[src/rtl/fwft_pkg.sv]
// rtl/fwft_pkg.sv - shared types and constants for the FWFT output stage
//
// Purpose: occupancy encoding of the two-slot output buffer and its depth,
//          plus a helper turning the occupancy state into a word count.
// Ports:   none (package).
package fwft_pkg;

  typedef enum logic [1:0] {
    OCC_0 = 2'd0,
    OCC_1 = 2'd1,
    OCC_2 = 2'd2
  } occ_e;

  localparam int BUF_DEPTH = 2;

  // The encoding is chosen so that the state value is the word count.
  function automatic logic [1:0] occ_words(input occ_e occ);
    return occ;
  endfunction

endpackage

[src/rtl/fwft_out_stage.sv]
// rtl/fwft_out_stage.sv - first-word-fall-through valid/ready stage after sc_fifo
//
// Purpose: converts the FIFO's registered-read interface into a valid/ready
//          stream using an out slot plus a skid slot and one read in flight,
//          sustaining one word per clock under continuous m_ready.
// Ports:   clk, rst_n (async, active-low)
//          fifo_empty, fifo_dout   from sc_fifo
//          fifo_rd_en              pop request to sc_fifo (combinational)
//          m_data, m_valid, m_ready  output stream
//          m_level                 occ + inflight, only with FWFT_LEVEL_EN
// Config:  define FWFT_LEVEL_EN to add the m_level port.
module fwft_out_stage
  import fwft_pkg::*;
#(
  parameter int DATA_WIDTH = 8
) (
  input  logic                  clk,
  input  logic                  rst_n,
  input  logic                  fifo_empty,
  input  logic [DATA_WIDTH-1:0] fifo_dout,
  output logic                  fifo_rd_en,
  output logic [DATA_WIDTH-1:0] m_data,
  output logic                  m_valid,
  input  logic                  m_ready
`ifdef FWFT_LEVEL_EN
  ,
  output logic [1:0]            m_level
`endif
);

  occ_e                  occ_q, occ_n;
  logic                  inflight_q;
  logic                  m_valid_q;
  logic [DATA_WIDTH-1:0] out_q, out_n;
  logic [DATA_WIDTH-1:0] skid_q, skid_n;
  logic                  pop;
  logic                  arrival;
  logic [2:0]            level_after_pop;

  assign pop     = m_valid_q && m_ready;
  assign arrival = inflight_q;

  // Words held plus word in flight, minus the one leaving this cycle. A new
  // read is only issued if the result still leaves a free slot, so the
  // buffer can never overflow and no backpressure path to the FIFO exists.
  assign level_after_pop = {1'b0, occ_words(occ_q)} + {2'b00, inflight_q}
                         - {2'b00, pop};

  // Gated by rst_n so no pop reaches the FIFO while reset is held.
  assign fifo_rd_en = rst_n && !fifo_empty && (level_after_pop < 3'(BUF_DEPTH));

  always_comb begin
    occ_n  = occ_q;
    out_n  = out_q;
    skid_n = skid_q;
    case (occ_q)
      OCC_0: begin
        if (arrival) begin
          out_n = fifo_dout;
          occ_n = OCC_1;
        end
      end
      OCC_1: begin
        if (arrival && pop) begin
          out_n = fifo_dout;
        end else if (arrival) begin
          skid_n = fifo_dout;
          occ_n  = OCC_2;
        end else if (pop) begin
          occ_n = OCC_0;
        end
      end
      OCC_2: begin
        // No arrival is possible here: the read credit was exhausted.
        if (pop) begin
          out_n = skid_q;
          occ_n = OCC_1;
        end
      end
      default: begin
        occ_n = OCC_0;
      end
    endcase
  end

  always_ff @(posedge clk or negedge rst_n) begin
    if (!rst_n) begin
      occ_q      <= OCC_0;
      inflight_q <= 1'b0;
      m_valid_q  <= 1'b0;
      out_q      <= '0;
      skid_q     <= '0;
    end else begin
      occ_q      <= occ_n;
      inflight_q <= fifo_rd_en;
      m_valid_q  <= (occ_n != OCC_0);
      out_q      <= out_n;
      skid_q     <= skid_n;
    end
  end

  assign m_data  = out_q;
  assign m_valid = m_valid_q;

`ifdef FWFT_LEVEL_EN
  assign m_level = occ_words(occ_q) + {1'b0, inflight_q};
`endif

endmodule

[config.mk]
export PLATFORM = sky130hd
export DESIGN_NAME = fwft_out_stage
export DESIGN_NICKNAME = d
export VERILOG_FILES = /design/src/rtl/fwft_pkg.sv /design/src/rtl/fwft_out_stage.sv
export SDC_FILE = /design/constraint.sdc
export NUM_CORES = 1
export LEC_CHECK = 0
export ABC_AREA = 1
export CAP_MARGIN = 20
export CORE_UTILIZATION = 49
export CTS_CLUSTER_SIZE = 30
export DETAILED_ROUTE_END_ITERATION = 8
export HOLD_SLACK_MARGIN = 0.05
export PLACE_DENSITY = 0.86
export SYNTH_ARGS = -nofsm -noshare
export SYNTH_HDL_FRONTEND = slang
export SYNTH_SLANG_ARGS = --single-unit
[constraint.sdc]
create_clock -name clk -period 2.3 [get_ports clk]
set_input_delay 0.345 -clock clk [delete_from_list [all_inputs] [get_ports clk]]
set_output_delay 0.345 -clock clk [all_outputs]
set_load 0.05 [all_outputs]
==> impl_metrics.env, run 1 <==
export IMPL_r2r_end="arrival"
export IMPL_synth_ff_type="dfrtp_1"
export IMPL_area_growth_pct=38.85
export IMPL_fin_cells=174
export IMPL_synth_net_count=130
export IMPL_finalSetupViolations=1
export IMPL_cp_slowest_stage_delay_ns=0.57
export IMPL_max_freq_ghz=0.3943
export IMPL_grt_pass1_vias=824
export IMPL_setup_worst_path_class="flip-flop to primary output"
export IMPL_critical_path_top_delay_family="adder cells"
export IMPL_violations="setup timing"
export IMPL_cts_buffers=3
export IMPL_slew_headroom=0.6665
export IMPL_outcome="finished with violations"
export IMPL_finalCritPeriodShare=1.103
export IMPL_highest_layer="met4"
export IMPL_crit_end="fifo_rd_en"
export IMPL_hold_class="input pin to async pin"
export IMPL_worst_endpoint_arrival_ns=2.19
export IMPL_synth_distinct_cells=20
export IMPL_worst_pin_slew_ns=0.4987
export IMPL_dr_pass1_iters=4
export IMPL_yosys_top_cells_count="nand2_1, dfrtp_1, nand3_1, inv_1, o21ai_0"
export IMPL_synth_edf_count=0
export IMPL_cts_sinks=20
export IMPL_clk_path_buf_depth=2
export IMPL_rr_worst_depth=9
export IMPL_critPathLaunch="m_valid"
export IMPL_yosysTopAreaCellShare=0.4981
export IMPL_cp_cell_sequence="nand2_4 -> ha_4 -> or2_4 -> fa_2 -> nand2_2 -> nor3_4 -> buf_12"
export IMPL_ios=22
export IMPL_root_buffer="clkbuf_4"
export IMPL_h_tree_depth=1
export IMPL_yosys_area_share_simple=0.3350
export IMPL_required_ns=1.96
export IMPL_dp_hpwl_um=1456
export IMPL_die_h_um=47.28
export IMPL_wl_met2_um=994
export IMPL_layout_setup_ws_ns=-0.2360
export IMPL_viasPerCell=4.816
export IMPL_vias=838
export IMPL_drv_slew=0
export IMPL_clk_pin_slew_ns=0.12
export IMPL_drtAntennaViolNets=0
export IMPL_io_buffer_count=21
export IMPL_drt_iter0_markers=13
export IMPL_wirelength_um=2026
export IMPL_synth_most_common_cell="nand2_1"
export IMPL_ctsHoldBuffers=0
export IMPL_drive_above_1_share=0.1905
export IMPL_ys_ff_latch=20
export IMPL_wl_per_cell_um=11.64
export IMPL_synth_yosys_seq_area_share=0.4981
export IMPL_track_usage=0.2136
export IMPL_dp_cells=167
export IMPL_nets=162
export IMPL_r2r_start="m_valid"
export IMPL_async_flop_share=1.000
export IMPL_synth_compound_area_frac=0.05604
export IMPL_antenna_found_initial=0
export IMPL_grt_pass1_wl_um=3346
export IMPL_multiInputGateArea_um2=480.5
export IMPL_wirelength_met1_um=953
export IMPL_path_max_fanout=2
export IMPL_synthTopCellsByArea="dfrtp_1, nand2_1, nand3_1"
export IMPL_muxShareOfSynthArea=0
export IMPL_final_util=0.7184
export IMPL_maxCapViolations=0
export IMPL_gp_congestion=0.7672
export IMPL_finalHoldViolCount=0
export IMPL_cts_tree="built"
export IMPL_yosys_warnings=0
export IMPL_seqCellArea_um2=501.7
export IMPL_grt_overflow_total=0
export IMPL_min_period_ns=2.536
export IMPL_critPathLaunchType="flip-flop"
export IMPL_critPathCaptureType="primary output"
export IMPL_ir_drop_mv=1.115
export IMPL_rsz0062_at_grt="yes"
export IMPL_synth_top_family_by_area="simple AND/OR/NAND/NOR gates"
export IMPL_p_per_area_mw_per_mm2=1390
export IMPL_dr_wl_met3_um=71
export IMPL_die_w_um=47.28
export IMPL_antenna_cells=0
export IMPL_crit_cells=7
export IMPL_fp_coreArea_mm2=0.001942
export IMPL_cp_slowest_cell="fa_2"
export IMPL_core_rowCount=16
export IMPL_start_util=0.5174
export IMPL_grt_max_degree=21
export IMPL_critical_path_buf_inv_count=1
export IMPL_syn_inst=116
export IMPL_drc_errors=0
export IMPL_die_area_mm2=0.002235
export IMPL_p_leak_nw=0.7027
export IMPL_synth_xor_area_frac=0.008717
export IMPL_skew_ns=0.007531
export IMPL_fill_cells=175
export IMPL_synth_area_leader_cell="dfrtp_1"
export IMPL_pre_cts_ws_ns=-0.4313
export IMPL_ff2ff_setup_slack_ns=0.21
export IMPL_syn_area_per_cell_um2=8.661
export IMPL_clkLatencyLatePin_ns=0.30
export IMPL_synth_adder_area_share=0.03238
export IMPL_synth_area_mm2=0.001005
area by class of cell:
cell class / count / area share
inverters: 12 / 0.03408
repair buffers: 29 / 0.2000
flip-flops and latches: 20 / 0.3596
multi-input cells: 82 / 0.3444
clock inverters: 1 / 0.02152
well taps: 27 / 0.02422
clock buffers: 3 / 0.01614
metal layers:
layer,GRT usage,vias up
met2,0.3616,16
met5,0,-
li1,-,430
met3,0.02308,2
met4,0.06857,0
met1,0.2854,390
stage by stage:
stage	hold slack (ns)	setup TNS (ns)	power (mW)	instance area, um^2
2_1_floorplan	0.04941	-0.2247	1.314	1042
3_3_place_gp	0.4659	-0.4937	1.601	1311
3_5_place_dp	0.4655	-0.5512	1.627	1311
4_1_cts	0.4430	-0.2605	1.928	1378
5_1_grt	0.4495	-0.3096	2.071	1395
6_report	0.4349	-0.2360	1.939	1395
worst min path at each step:
stage | start | cells after the start | slack (ns) | end
floorplan | rst_n | 0 | 0.05 | arrival
global placement | m_data[7] | 2 | 0.47 | m_data[7]
detailed placement | m_data[5] | 2 | 0.47 | m_data[5]
CTS | rst_n | 2 | 0.44 | skid_q[5]
global route | rst_n | 2 | 0.45 | skid_q[1]
finish | rst_n | 2 | 0.43 | skid_q[1]
report_power, final:
group          switching, mW  internal, mW  leakage (nW)
logic                  0.665         0.389         0.423
clock network          0.110         0.176        0.0279
registers             0.0915         0.508         0.252
flip-flops by register name (all words and copies together), names as in the netlist:
name	cells
skid_q	8
occ_q	2
arrival	1
m_valid	1
m_data	8
placed cells by master (no fill, tap or decap), drive strengths merged:
| cell type | Yosys | layout |
|---|---|---|
| bufinv | 0 | 1 |
| nor2 | 2 | 2 |
| inv | 12 | 12 |
| clkdlybuf4s50 | 0 | 19 |
| buf | 2 | 9 |
| nand2 | 48 | 48 |
| clkbuf | 0 | 3 |
| fa | 1 | 1 |
| xor2 | 1 | 1 |
| nor3 | 1 | 1 |
| nand3 | 17 | 17 |
| nand4 | 1 | 1 |
| dfrtp | 20 | 20 |
| ha | 1 | 1 |
| or2 | 1 | 1 |
| o21ai | 9 | 9 |
| dlygate4sd2 | 0 | 1 |
worst reg2reg max path: cells and delay by family, from the launching register on:
kind                     cells  cell delay (ns)
adder cells (fa/ha/maj)      2             0.76
flip-flops                   1             0.44
AND/OR/NAND/NOR              4             0.53
buffers and inverters        3             0.31
cell families after synthesis:
logic type | count (synthesis)
adder cells (fa/ha/maj) | 2
buffers and inverters | 14
flip-flops | 20
AO/OA/AOI/OAI | 9
XOR/XNOR | 1
AND/OR/NAND/NOR | 70
timing repair:
item | 4_1_cts | 5_1_grt
gates cloned | 0 | 0
resized for setup | 1 | 2
pin swaps | 2 | 4
setup buffers | 2 | 1
setup endpoints to repair | 1 | 1
Power figures use the tool's default switching activity.
==> run 2: changes to the inputs <==
HOLD_SLACK_MARGIN = 0.15   (was 0.05)
SKIP_LAST_GASP = 1   (was default)
==> results of run 2 <==
Same layout as run 1: the final DEF is identical, and so are final timing and power.
==> run 3: changes to the inputs <==
HOLD_SLACK_MARGIN = 0.08   (was 0.15)
==> results of run 3 <==
Same layout as run 1: the final DEF is identical, and so are final timing and power.
